==> src/rtl/mem_port_arbiter.sv <==
// mem_port_arbiter: shares one single-ported memory between IF and DM.
// DM has priority; a starvation counter periodically forces IF through.
module mem_port_arbiter #(
  parameter int AW         = 32,
  parameter int DW         = 32,
  parameter int MEM_LAT    = 2,
  parameter int MAX_STARVE = 4
) (
  input  logic          clk,
  input  logic          rst,
  input  logic          if_req,
  input  logic [AW-1:0] if_addr,
  output logic          if_gnt,
  output logic          if_rvalid,
  output logic [DW-1:0] if_rdata,
  output logic          if_stall,
  input  logic          dm_req,
  input  logic          dm_we,
  input  logic [AW-1:0] dm_addr,
  input  logic [DW-1:0] dm_wdata,
  output logic          dm_gnt,
  output logic          dm_rvalid,
  output logic [DW-1:0] dm_rdata,
  output logic          dm_stall,
  output logic          mem_en,
  output logic          mem_we,
  output logic [AW-1:0] mem_addr,
  output logic [DW-1:0] mem_wdata,
  input  logic [DW-1:0] mem_rdata,
  output logic          busy
);

  typedef enum logic [1:0] {
    IDLE,
    ACCESS,
    WAIT,
    RESP
  } state_t;

  state_t     state;
  logic       owner_dm;
  logic [3:0] lat_cnt;
  logic [3:0] starve_cnt;
  logic       idle;
  logic       if_force;

  assign idle     = rst && (state == IDLE);
  assign if_force = if_req && (starve_cnt == 4'(MAX_STARVE));
  assign dm_gnt   = idle && dm_req && !if_force;
  assign if_gnt   = idle && if_req && (!dm_req || if_force);
  assign busy     = (state != IDLE);
  assign if_stall = if_req && !if_rvalid;
  assign dm_stall = dm_req && !dm_rvalid;

  always_ff @(posedge clk or negedge rst) begin
    if (!rst) begin
      state      <= IDLE;
      owner_dm   <= 1'b0;
      lat_cnt    <= '0;
      starve_cnt <= '0;
      mem_en     <= 1'b0;
      mem_we     <= 1'b0;
      mem_addr   <= '0;
      mem_wdata  <= '0;
      if_rvalid  <= 1'b0;
      dm_rvalid  <= 1'b0;
      if_rdata   <= '0;
      dm_rdata   <= '0;
    end else begin
      mem_en    <= 1'b0;
      if_rvalid <= 1'b0;
      dm_rvalid <= 1'b0;
      unique case (state)
        IDLE: begin
          if (if_gnt) begin
            starve_cnt <= '0;
            owner_dm   <= 1'b0;
            mem_we     <= 1'b0;
            mem_addr   <= if_addr;
            mem_en     <= 1'b1;
            state      <= ACCESS;
          end else if (dm_gnt) begin
            // a DM grant with IF waiting never happens at saturation
            starve_cnt <= if_req ? starve_cnt + 4'd1 : '0;
            owner_dm   <= 1'b1;
            mem_we     <= dm_we;
            mem_addr   <= dm_addr;
            mem_wdata  <= dm_wdata;
            mem_en     <= 1'b1;
            state      <= ACCESS;
          end else begin
            starve_cnt <= '0;
          end
        end
        ACCESS: begin
          lat_cnt <= 4'(MEM_LAT - 1);
          state   <= WAIT;
        end
        WAIT: begin
          if (lat_cnt == 4'd0) begin
            if (!mem_we) begin
              if (owner_dm) dm_rdata <= mem_rdata;
              else          if_rdata <= mem_rdata;
            end
            if_rvalid <= !owner_dm;
            dm_rvalid <= owner_dm;
            state     <= RESP;
          end else begin
            lat_cnt <= lat_cnt - 4'd1;
          end
        end
        RESP: begin
          state <= IDLE;
        end
      endcase
    end
  end

endmodule

==> config.mk <==
export PLATFORM = sky130hd
export DESIGN_NAME = mem_port_arbiter
export DESIGN_NICKNAME = d
export VERILOG_FILES = /design/src/rtl/mem_port_arbiter.sv
export SDC_FILE = /design/constraint.sdc
export NUM_CORES = 1
export LEC_CHECK = 0
export CAP_MARGIN = 20
export CORE_MARGIN = 3
export CORE_UTILIZATION = 35
export CTS_CLUSTER_SIZE = 8
export DETAILED_ROUTE_END_ITERATION = 10
export GPL_TIMING_DRIVEN = 0
export PLACE_DENSITY = 0.66
export SLEW_MARGIN = 20
export SYNTH_ARGS = -nofsm -noshare
export SYNTH_HDL_FRONTEND = slang
export SYNTH_SLANG_ARGS = --single-unit
==> constraint.sdc <==
create_clock -name clk -period 2.3 [get_ports clk]
set_input_delay 0.23 -clock clk [delete_from_list [all_inputs] [get_ports clk]]
set_output_delay 0.23 -clock clk [all_outputs]
set_load 0.02 [all_outputs]
# After elaboration in Yosys (flattened, before gate mapping)
# Index checks and enable logic that the tools add are counted.
# op_classes
reduce_logical,25
n_div,0
mux,22
order_cmp,0
n_eq_ne,7
shift,0
n_mul,0
n_bitwise,3
add_sub_neg,2
# op_table
cell,n
two-way mux 32 bit,2
two-way mux 4 bit,4
two-way mux 1 bit,11
logical AND 1 bit,8
case mux 2 bit (4 select lines),1
case mux 4 bit (2 select lines),1
AND reduction 4 bit,2
two-way mux 2 bit,3
AND reduction 2 bit,3
nonzero test 2 bit,3
zero test 1 bit,5
"adder 4 x 1 -> 4 bit, second input constant",1
"equality test 2 bit, second input constant",2
"equality test 4 x 3 -> 1 bit, second input constant",1
zero test 4 bit,1
"!= test 2 bit, second input constant",2
"subtractor 4 x 1 -> 4 bit, second input constant",1
"!= test 3 bit, second input constant",1
inverter 1 bit,3
AND reduction 3 bit,1
"equality test 2 x 1 -> 1 bit, second input constant",1
zero test 2 bit,1
logical OR 1 bit,1
# word_totals
output_inout_bits,137
elab_cells,71
romBits,0
mem_bits_rw,0
register_bits,143
n_memories,0
in_bits,133
latch_bits,0

# Logic depth before layout (Yosys ltp)
# depth
depth_word,7
depth_mapped,9
depth_no_buf,5

# Worst setup path after synthesis
# OpenSTA, ideal clock, no wires.
# synth_timing
path_kind,register -> output
from,register state[0]
to,output port if_gnt
required_ns,2.070
stages_incl_launch_ff,9
n_path_buf,3
slack_ns,0.408
arrival_ns,1.662
cell_sequence,dfrtp_1 -> inv_1 -> ha_1 -> buf_6 -> and2_4 -> buf_6 -> clkbuf_1 -> nand2_1 -> a21oi_1
# synth_via
elab_chain_cells,4
# synth_lines
element,line,rtl
start: declaration,40,state_t state;
start signal: assignment,57,state <= IDLE;
start signal: assignment,81,state <= ACCESS;
start signal: assignment,90,state <= ACCESS;
zero test 2 bit,47,assign idle = rst && (state == IDLE);
logical AND 1 bit,47,
logical AND 1 bit (2 in series),50,assign if_gnt = idle && if_req && (!dm_req || if_force);
end: declaration,13,"output logic if_gnt,"
# No other way between the ends.

# Worst setup path in the final report
# layout_timing
from,register state[0]
to,output port dm_gnt
# layout_via
elab_chain_cells,4
# layout_lines
element,line,rtl
zero test 2 bit,47,
logical AND 1 bit,47,
logical AND 1 bit (2 in series),49,assign dm_gnt = idle && dm_req && !if_force;
end: declaration,21,"output logic dm_gnt,"
# No other way between the ends.

==> flow_summary.toml <==
[global_route]
antenna_found_initial = 0
grt.overflow.total = 0
grt_max_degree = 100
grt_pass1_wl_um = 34800
first_global_vias = 6078
track_usage_pct = 20.6

[worst_setup_path]
reg2reg_slack_ps = 140
worstRegToRegCells = 10
worstPathArrival_ps = 1970
path_max_fanout = 9
worstPathCellList = "inv_2 > ha_1 > buf_6 > and2_4 > buf_6 > and3_1 > buf_12 > buf_4"
r2r-start = "state[0]$_DFFE_PN0P_"
cp-end-kind = "output pin"
cp-endpoint = "dm_gnt"
worstSetupPathType = "register to output pin"
worstSetupStartpoint = "state[0]$_DFFE_PN0P_"
cp_slowest_stage_delay_ps = 380
required_ps = 2070
worst_path_most_repeated_cell = "buf_6"
critPathLaunchType = "register"
cpMaxStageDelayCell = "dfrtp_1"
r2r_end = "mem_wdata[22]$_DFFE_PN0P_"

[routing]
wl_per_cell_um = 19.6
routed-wl-met2_um = 11600
drtIter0Drc = 202
wl_met3_um = 956
num_vias = 5692
top_layer = "met4"
drtPass1Iterations = 5
drc = 0
drtAntennaViolNets = 0
met1Wirelength_um = 8840
viasPerCell = 5.10
wl_um = 21900

[cts]
htree_levels = 4
clk_latency_ps = 420
clockRootBuffer = "clkbuf_16"
clkTransAtPathRegs_ps = 70
cts_buffers = 17
cts_hold_buf = 3
cts_sinks = 143
cts_tree = "yes"
clockBufferDepth = 2

[sta]
whs_ps = -160
setup_viol = 0
drv_slew = 0
worst_slew_pin_slew_ps = 545
fin_crit_ps = 2200
hold_viol_final = 95
period_share_pct = 95.6
finClkSkew_ps = 17.6
setup-tns-final_ps = 0
relSlewSlack_pct = 63.7
max_freq_mhz = 455

[cells_and_area]
syn2layout_area_growth_pct = 55.2
fin_nets = 983
drive_gt1_share_pct = 20.0
diodes = 0

[placed_design]
port_buffers = 268
place_hpwl_um = 16100
gp_congestion = 0.854

[synth]
synth_nets = 689
synthTopCellsByCount = "dfrtp_1, mux2_2, nand4b_1"
synth_top_area_cell = "dfrtp_1"
ys_seq_elements = 143
synthCells = 549
synthTopCellsByArea = "dfrtp_1, mux2_2, nand4b_1, mux2_4, mux2i_1"
post-synth-top-count-cell = "dfrtp_1"
synth_top_flop_cell = "dfrtp_1"
synth.top_cell.area_share_pct = 52.6
synth_edf_count = 0
netlist_area_mm2 = 0.00681
ys_warn_count = 0
synth_cell_type_count = 39
ys_seq_area_share_pct = 52.6
async_flop_share_pct = 100
avgSynthCellArea_um2 = 12.4

[pwr]
power.switching_w = 0.00523
power_density_mw_per_mm2 = 1350
finalPower_w = 0.0142
p_int_w = 0.00898
clkPwrFrac_pct = 19.5
power.leakage_nw = 4.44
seqPwrFrac_pct = 31.5
sw_frac_of_total_pct = 36.8
p_comb_share_pct = 49.0
peakVddDrop_mv = 0.623

[status]
status = "complete, but fails checks"
violations = "hold timing"

[hold_path]
hp-class = "input port to asynchronous set/reset pin"

[die]
core_area_mm2 = 0.0189
start_util_pct = 36.0
ios = 270
die_h_um = 145
fp.dieW_um = 145
rows = 50
die_area_mm2 = 0.0212

[job]
cap_violations = 0
-- metal layers --
layer	global-route usage [%]	vias to the layer above
met5	0	-
met4	6.22	0
met3	4.73	31
met2	37.2	202
met1	24.4	2863
li1	-	2596
-- kinds of logic (layout without fill, tap and decap cells) --
group	count (synthesis)	count (layout)	share of synthesized area, %
adder cells (fa/ha/maj)	7	7	1.29
flip-flops	143	143	52.6
buffers and inverters	60	367	4.25
AND/OR/NAND/NOR	159	159	15.2
multiplexers	133	133	22.8
AO/OA/AOI/OAI	47	47	3.88
-- flip-flops by register name (all words and copies together), names as in the netlist --
register / count
dm_rdata: 32
owner_dm: 1
mem_wdata: 32
state: 2
mem_en: 1
if_rdata: 32
starve_cnt: 4
lat_cnt: 4
if_rvalid: 1
dm_rvalid: 1
mem_addr: 32
mem_we: 1
-- layout by cell type (no fill, tap or decap), types with 3 or more instances in the layout --
cell / n
mux2_2: 70
inv_1: 8
buf_6: 5
dfrtp_1: 143
clkbuf_16: 17
nand2_1: 6
buf_1: 5
clkinv_4: 6
ha_1: 7
mux2_4: 27
a21oi_1: 33
buf_4: 8
nor3_1: 33
nand3_1: 3
buf_2: 14
nor2b_1: 3
clkbuf_1: 20
nand4b_1: 65
clkdlybuf4s50_1: 264
nor2_1: 35
mux2i_1: 36
buf_16: 3
-- critical path, delay by kind of cell, from the launching register on --
kind / cells / cell delay (ps)
buffers and inverters: 5 / 630
flip-flops: 1 / 380
AND/OR/NAND/NOR: 2 / 350
adder cells (fa/ha/maj): 1 / 200
-- through the flow --
stage               util, %  setup WS [ps]  cells  instance area, um^2  hold WS (ps)
detailed placement     52.1           -650   1078                 9850           159
global route           55.9          -1.17   1116                10600          -136
CTS                    55.8           8.42   1113                10500          -137
global placement       51.9          -5530   1077                 9810           490
finish                 55.9            101   1116                10600          -160
floorplan                 -            408    549                 6810         -65.6
-- power by group through the flow --
stage | sequential (W) | clock, W | combinational [W]
2_1_floorplan | 0.00584 | 0 | 0.00213
3_3_place_gp | 0.00443 | 0 | 0.00677
3_5_place_dp | 0.00450 | 0 | 0.00692
4_1_cts | 0.00447 | 0.00284 | 0.00698
5_1_grt | 0.00463 | 0.00296 | 0.00736
6_report | 0.00448 | 0.00278 | 0.00697
-- worst min path at each step --
stage,cells after the start,slack (ps),startpoint,to
global placement,1,490,mem_wdata[1]$_DFFE_PN0P_,mem_wdata[1]$_DFFE_PN0P_
detailed placement,1,160,rst,if_rdata[7]$_DFFE_PN0P_
global route,2,-140,rst,dm_rdata[5]$_DFFE_PN0P_
CTS,2,-140,rst,dm_rdata[5]$_DFFE_PN0P_
finish,2,-160,rst,dm_rdata[5]$_DFFE_PN0P_
floorplan,0,-70,rst,dm_rdata[0]$_DFFE_PN0P_
-- timing repair --
item                                    in CTS  in global routing
cloned                                       0                  0
gates resized for setup                     20                  5
setup buffers                                3                  3
endpoints found under the setup margin       5                  2
hold endpoints to repair                    48                 95
-- cell type report --
| class | instances | area, um^2 |
|---|---|---|
| buffer | 47 | 258 |
| timing repair buffer | 278 | 2820 |
| fill | 1629 | 8330 |
| sequential | 143 | 3580 |
| multi-input combinational | 346 | 2940 |
| clock buffer | 19 | 443 |
| inverter | 10 | 37.5 |
| clock inverter | 13 | 159 |
| tap | 260 | 325 |
Power figures use the tool's default switching activity.
